## config.mk

```make
export PLATFORM = sky130hd
export DESIGN_NAME = control_unit
export DESIGN_NICKNAME = d
export VERILOG_FILES = /design/src/rtl/control_unit.sv
export SDC_FILE = /design/constraint.sdc
export NUM_CORES = 1
export LEC_CHECK = 0
export CAP_MARGIN = 30
export CELL_PAD_IN_SITES_DETAIL_PLACEMENT = 1
export CELL_PAD_IN_SITES_GLOBAL_PLACEMENT = 1
export CORE_MARGIN = 2
export CORE_UTILIZATION = 26
export CTS_BUF_LIST = sky130_fd_sc_hd__clkbuf_4
export DETAILED_ROUTE_END_ITERATION = 7
export PLACE_DENSITY_LB_ADDON = 0.25
export SLEW_MARGIN = 20
export SYNTH_ARGS = -nofsm -noshare
export SYNTH_HDL_FRONTEND = slang
export SYNTH_SLANG_ARGS = --single-unit
```

## constraint.sdc

```tcl
create_clock -name clk -period 6.8 [get_ports clk]
set_clock_uncertainty 0.1 [all_clocks]
set_input_delay 1.7 -clock clk [delete_from_list [all_inputs] [get_ports clk]]
set_output_delay 1.7 -clock clk [all_outputs]
set_load 0.005 [all_outputs]
```

## src/rtl/control_unit.sv

```systemverilog
// control_unit: hardwired Moore sequencer for the single-bus datapath.
// Optional MUL_DIV_EN macro enables the mul/div sequences (else 14/15 are nop).
module control_unit (
  input  logic        clk,
  input  logic        clr,
  input  logic [31:0] ir,
  input  logic        con_ff,
  input  logic        mem_ready,
  output logic        PC_out,
  output logic        ZHigh_out,
  output logic        ZLow_out,
  output logic        HI_out,
  output logic        LO_out,
  output logic        MDR_out,
  output logic        C_out,
  output logic        In_port_out,
  output logic        MAR_enable,
  output logic        MDR_enable,
  output logic        Z_enable,
  output logic        Y_enable,
  output logic        IR_enable,
  output logic        PC_enable,
  output logic        CON_enable,
  output logic        HI_enable,
  output logic        LO_enable,
  output logic        IncPC,
  output logic        Read,
  output logic        Write,
  output logic [4:0]  opcode,
  output logic [15:0] R_out,
  output logic [15:0] R_enable,
  output logic        run
);

  typedef enum logic [3:0] {
    S_RST, S_T0, S_T1, S_T2, S_T3,
    S_T4, S_T5, S_T6, S_T7, S_HALT
  } state_t;

  typedef enum logic [3:0] {
    C_LD, C_LDI, C_ST, C_ALUR, C_ALUI,
    C_MD, C_BR, C_NOP, C_HALT
  } cls_t;

  state_t     state;
  cls_t       cls;
  logic [4:0] op;
  logic [3:0] ra;
  logic [3:0] rb;
  logic [3:0] rc;
  logic [4:0] alu_op;
  logic       unused_ir;

  assign op = ir[31:27];
  assign ra = ir[26:23];
  assign rb = ir[22:19];
  assign rc = ir[18:15];
  assign unused_ir = ^ir[14:0];

  function automatic logic [15:0] onehot(input logic [3:0] idx);
    onehot = 16'd1 << idx;
  endfunction

  // Instruction class decode; unlisted opcodes fall into nop
  always_comb begin
    cls = C_NOP;
    case (op)
      5'd0:  cls = C_LD;
      5'd1:  cls = C_LDI;
      5'd2:  cls = C_ST;
      5'd3, 5'd4, 5'd5, 5'd6,
      5'd7, 5'd8, 5'd9, 5'd10:
        cls = C_ALUR;
      5'd11, 5'd12, 5'd13:
        cls = C_ALUI;
`ifdef MUL_DIV_EN
      5'd14, 5'd15:
        cls = C_MD;
`else
      5'd14, 5'd15:
        cls = C_NOP;
`endif
      5'd18: cls = C_BR;
      5'd26: cls = C_HALT;
      default: cls = C_NOP;
    endcase
  end

  // ALU opcode: immediates remap onto add/and/or, address math uses add
  always_comb begin
    alu_op = 5'd3;
    case (cls)
      C_ALUR: alu_op = op;
      C_MD:   alu_op = op;
      C_ALUI: begin
        case (op)
          5'd12:   alu_op = 5'd5;
          5'd13:   alu_op = 5'd6;
          default: alu_op = 5'd3;
        endcase
      end
      default: alu_op = 5'd3;
    endcase
  end

  // State sequencing; memory states wait for mem_ready
  always_ff @(posedge clk or posedge clr) begin
    if (clr) begin
      state <= S_RST;
    end else begin
      unique case (state)
        S_RST: state <= S_T0;
        S_T0:  state <= S_T1;
        S_T1:  state <= mem_ready ? S_T2 : S_T1;
        S_T2: begin
          case (cls)
            C_HALT:  state <= S_HALT;
            C_NOP:   state <= S_T0;
            default: state <= S_T3;
          endcase
        end
        S_T3: state <= S_T4;
        S_T4: state <= S_T5;
        S_T5: begin
          case (cls)
            C_LD, C_ST, C_MD, C_BR:
              state <= S_T6;
            default: state <= S_T0;
          endcase
        end
        S_T6: begin
          case (cls)
            C_LD:    state <= mem_ready ? S_T7 : S_T6;
            C_ST:    state <= S_T7;
            default: state <= S_T0;
          endcase
        end
        S_T7: begin
          case (cls)
            C_ST:    state <= mem_ready ? S_T0 : S_T7;
            default: state <= S_T0;
          endcase
        end
        S_HALT: state <= S_HALT;
        default: state <= S_RST;
      endcase
    end
  end

  // Moore output decode from state, IR fields and con_ff
  always_comb begin
    PC_out      = 1'b0;
    ZHigh_out   = 1'b0;
    ZLow_out    = 1'b0;
    HI_out      = 1'b0;
    LO_out      = 1'b0;
    MDR_out     = 1'b0;
    C_out       = 1'b0;
    In_port_out = 1'b0;
    MAR_enable  = 1'b0;
    MDR_enable  = 1'b0;
    Z_enable    = 1'b0;
    Y_enable    = 1'b0;
    IR_enable   = 1'b0;
    PC_enable   = 1'b0;
    CON_enable  = 1'b0;
    HI_enable   = 1'b0;
    LO_enable   = 1'b0;
    IncPC       = 1'b0;
    Read        = 1'b0;
    Write       = 1'b0;
    opcode      = 5'd0;
    R_out       = 16'd0;
    R_enable    = 16'd0;
    run         = 1'b0;
    unique case (state)
      S_RST, S_HALT: begin
        run = 1'b0;
      end
      S_T0: begin
        run        = 1'b1;
        PC_out     = 1'b1;
        MAR_enable = 1'b1;
        PC_enable  = 1'b1;
        IncPC      = 1'b1;
      end
      S_T1: begin
        run        = 1'b1;
        Read       = 1'b1;
        MDR_enable = 1'b1;
      end
      S_T2: begin
        run       = 1'b1;
        MDR_out   = 1'b1;
        IR_enable = 1'b1;
      end
      S_T3: begin
        run = 1'b1;
        case (cls)
          C_ALUR, C_ALUI, C_LDI, C_LD, C_ST: begin
            R_out    = onehot(rb);
            Y_enable = 1'b1;
          end
`ifdef MUL_DIV_EN
          C_MD: begin
            R_out    = onehot(ra);
            Y_enable = 1'b1;
          end
`endif
          C_BR: begin
            R_out      = onehot(ra);
            CON_enable = 1'b1;
          end
          default: ;
        endcase
      end
      S_T4: begin
        run = 1'b1;
        case (cls)
          C_ALUR: begin
            R_out    = onehot(rc);
            opcode   = alu_op;
            Z_enable = 1'b1;
          end
          C_ALUI, C_LDI, C_LD, C_ST: begin
            C_out    = 1'b1;
            opcode   = alu_op;
            Z_enable = 1'b1;
          end
`ifdef MUL_DIV_EN
          C_MD: begin
            R_out    = onehot(rb);
            opcode   = alu_op;
            Z_enable = 1'b1;
          end
`endif
          C_BR: begin
            PC_out   = 1'b1;
            Y_enable = 1'b1;
          end
          default: ;
        endcase
      end
      S_T5: begin
        run = 1'b1;
        case (cls)
          C_ALUR, C_ALUI, C_LDI: begin
            ZLow_out = 1'b1;
            R_enable = onehot(ra);
          end
          C_LD, C_ST: begin
            ZLow_out   = 1'b1;
            MAR_enable = 1'b1;
          end
`ifdef MUL_DIV_EN
          C_MD: begin
            ZLow_out  = 1'b1;
            LO_enable = 1'b1;
          end
`endif
          C_BR: begin
            C_out    = 1'b1;
            opcode   = 5'd3;
            Z_enable = 1'b1;
          end
          default: ;
        endcase
      end
      S_T6: begin
        run = 1'b1;
        case (cls)
          C_LD: begin
            Read       = 1'b1;
            MDR_enable = 1'b1;
          end
          C_ST: begin
            R_out      = onehot(ra);
            MDR_enable = 1'b1;
          end
`ifdef MUL_DIV_EN
          C_MD: begin
            ZHigh_out = 1'b1;
            HI_enable = 1'b1;
          end
`endif
          C_BR: begin
            ZLow_out  = 1'b1;
            PC_enable = con_ff;
          end
          default: ;
        endcase
      end
      S_T7: begin
        run = 1'b1;
        case (cls)
          C_LD: begin
            MDR_out  = 1'b1;
            R_enable = onehot(ra);
          end
          C_ST: begin
            Write = 1'b1;
          end
          default: ;
        endcase
      end
      default: ;
    endcase
  end

endmodule
```

==> qor.yml <==
power:
  power.density_cell_area_nw_per_um2: 161
  power.share.sequential: 0.207
  netSwitchingFraction: 0.468
  power_frac_clock: 0.084
  power_switching_w: 0.000160
  internal_power_w: 0.000182
  irDropWorstVdd_v: 0.000186
  total_leakage_power_nw: 0.675
  share_comb_of_total_power: 0.709
global_routing:
  maximum_number_of_pins_on_one_net_before_global_route_repair: 19
  grt_remaining_overflow: 0
  wire_length_of_the_first_global_routing_pass_um: 8980
  number_of_antenna_violations_at_the_first_check_in_global_routing: 0
  grt_pass1_vias: 1816
  grt_util_all_layers: 0.179
synth:
  synthArstFlopShare: 1.00
  number_of_storage_elements_in_the_synthesis_netlist: 4
  ys_types: 48
  syn-cell-area_um2: 1400
  synth_area_per_inst_um2: 6.37
  synthTopCellsByCount: "sky130_fd_sc_hd__nand2_1, sky130_fd_sc_hd__nor2_1, sky130_fd_sc_hd__nor3_1, sky130_fd_sc_hd__nand2b_1"
  synthDominantCellAreaShare: 0.0750
  proportion_of_synthesized_chip_area_in_sequential_cells: 0.0714
  synth_ff_type: "sky130_fd_sc_hd__dfrtp_1"
  synth_edf_count: 0
  post_synth_main_area_contributors: "sky130_fd_sc_hd__nand2_1, sky130_fd_sc_hd__dfrtp_1, sky130_fd_sc_hd__nor2_1"
  yosys_warnings: 0
  post-synth-top-area-cell: "sky130_fd_sc_hd__nand2_1"
  synth.most_common_cell: "sky130_fd_sc_hd__nand2_1"
  number_of_instances_in_the_synthesized_netlist: 220
worst_hold_path:
  worst_hold_path_type: "reg2reg"
cts:
  holdBufCountCts: 0
  cts_resized: 0
  path_clk_slew_ps: 30
  worstSkewPairLatency_ps: 230
  clock_tree.htree_level_count: 1
  postCtsSetupRepairBufs: 0
  ctsRootBufferMaster: "sky130_fd_sc_hd__clkbuf_4"
  clock_tree_from_tritoncts: "yes"
  cts.sinks: 4
  cts_buffer_depth: 2
  cts_made_buffers: 3
sta:
  final_max_slew_viol_count: 0
  maxClockFrequency_mhz: 163
  min_period_over_period: 0.901
  finalHoldViolations: 0
  timing.setup.tns_ps: 0
  final-setup-viol-count: 0
  grt_setup_unrepaired: "no"
  tightestPinTransition_ps: 592
  min_period_ps: 6130
  slew-limit-headroom: 0.602
floorplan:
  die-width_um: 77.4
  row_count: 26
  start_util: 0.273
  top_level_ports: 94
  die_outline_height_um: 77.4
  design.die.area_um2: 5990
  coreArea_um2: 5140
status:
  outcome: "finished, final reports clean"
layout:
  largest_reg_flops: 4
  area_growth_pct: 51.3
  drive_gt1_frac: 0.0896
  nets: 317
  antenna_cells_inserted: 0
  largest_registers: "state: 4 flops"
  top_register: "state"
  post_layout_nonfiller_instances: 349
placed_design:
  placement.io_buffers: 71
  dp.final_hpwl_um: 4280
  globalplace.congestion: 0.846
  place_inst: 346
route:
  drt-initial-drc-count: 92
  dr.pass1.iters: 4
  wl_per_cell_um: 15.4
  drc_errors: 0
  ant_nets: 0
  detail_route.wirelength_um: 5380
  route.vias.total: 1844
  viasPerCell: 5.28
critical_path:
  path_class: "in2out"
  worst_ep_required_time_ps: 5000
  kind_of_end_point_of_the_critical_path: "primary output"
  timing.critical_path.arrival_ps: 4330
  critical_path_peak_fanout: 11
  worst_setup_path_start_kind: "input port"
job:
  drv.max_cap_violation_count: 0
-- cells by family (layout without fill, tap and decap cells) --
logic type	count (synthesis)	after routing	synth area share
AOI/OAI and AO/OA	57	57	0.284
buffers and inverters	31	84	0.121
muxes	1	1	0.00804
and+or+nand+nor	123	123	0.495
xor gates and xnor gates	3	3	0.0188
other	1	7	0.00268
DFF	4	4	0.0714
-- final timing paths --
check                      slack, ps  startpoint  depth (start not counted)  endpoint
setup / recovery                 670      ir[28]                          7  R_out[6]
hold / removal                   740    state[3]                          2  state[1]
setup reg to reg                4990    state[1]                          2  state[3]
hold reg to reg                  740    state[3]                          2  state[1]
max in group asynchronous       4900         clr                          2  state[1]
min in group asynchronous       1550         clr                          2  state[2]
-- cells in the final DEF, fill, tap and decap left out, types with 3 or more instances in the layout --
cell type,instances
sky130_fd_sc_hd__a21oi_1,7
sky130_fd_sc_hd__o221ai_1,6
sky130_fd_sc_hd__inv_1,8
sky130_fd_sc_hd__clkbuf_4,3
sky130_fd_sc_hd__and2_1,5
sky130_fd_sc_hd__o21ai_1,8
sky130_fd_sc_hd__nand3b_1,3
sky130_fd_sc_hd__o211ai_1,5
sky130_fd_sc_hd__nand2b_1,11
sky130_fd_sc_hd__dfrtp_1,4
sky130_fd_sc_hd__nand3_1,4
sky130_fd_sc_hd__nor2_1,26
sky130_fd_sc_hd__clkdlybuf4s50_1,71
sky130_fd_sc_hd__a31o_2,4
sky130_fd_sc_hd__nor4_2,4
sky130_fd_sc_hd__nor2b_1,7
sky130_fd_sc_hd__a22oi_1,4
sky130_fd_sc_hd__nand2_1,28
sky130_fd_sc_hd__conb_1,7
sky130_fd_sc_hd__a31oi_1,3
sky130_fd_sc_hd__o21ai_0,6
sky130_fd_sc_hd__nor3_1,16
sky130_fd_sc_hd__nor4_1,5
-- power by group through the flow --
stage | Clock, W | Sequential [W] | Combinational (W)
floorplan | 0 | 0.0000401 | 0.000170
detailed placement | 0 | 0.0000700 | 0.000243
CTS | 0.0000302 | 0.0000697 | 0.000245
global placement | 0 | 0.0000697 | 0.000240
global route | 0.0000311 | 0.0000743 | 0.000270
finish | 0.0000288 | 0.0000708 | 0.000243
-- critical path, stage by stage --
cell and delay (ps):
sky130_fd_sc_hd__clkdlybuf4s50_1 730, sky130_fd_sc_hd__nor4b_2 430, sky130_fd_sc_hd__nand2_1 220, sky130_fd_sc_hd__o22ai_2 270, sky130_fd_sc_hd__nand2_1 170, sky130_fd_sc_hd__o221ai_1 260, sky130_fd_sc_hd__clkdlybuf4s50_1 540
-- final cells by class --
cell class,count,area (µm²)
Sequential cell,4,100
Timing Repair Buffer,73,726
Tap cell,70,87.6
Clock buffer,3,22.5
Inverter,8,30.0
Multi-Input combinational cell,191,1150
Fill cell,704,3020
-- metrics by stage --
| step | instance area (µm²) | setup slack (ps) | hold slack, ps | utilization | total power [W] |
|---|---|---|---|---|---|
| after floorplan | 1420 | 2050 | 563 | - | 0.000210 |
| after global placement | 2100 | 694 | 734 | 0.408 | 0.000310 |
| after detailed placement | 2100 | 660 | 732 | 0.408 | 0.000313 |
| after CTS | 2120 | 667 | 739 | 0.413 | 0.000345 |
| after global routing | 2120 | 377 | 821 | 0.413 | 0.000375 |
| final | 2120 | 675 | 738 | 0.413 | 0.000342 |
-- routing by layer --
layer / routed length (µm) / track usage / up-vias
met5: 0 / 0 / -
met3: 197 / 0.00465 / 2
li1: - / - / 911
met1: 2540 / 0.249 / 881
met4: 20 / 0.0321 / 0
met2: 2630 / 0.313 / 50
Note: power is estimated with default switching activity, not from simulation.
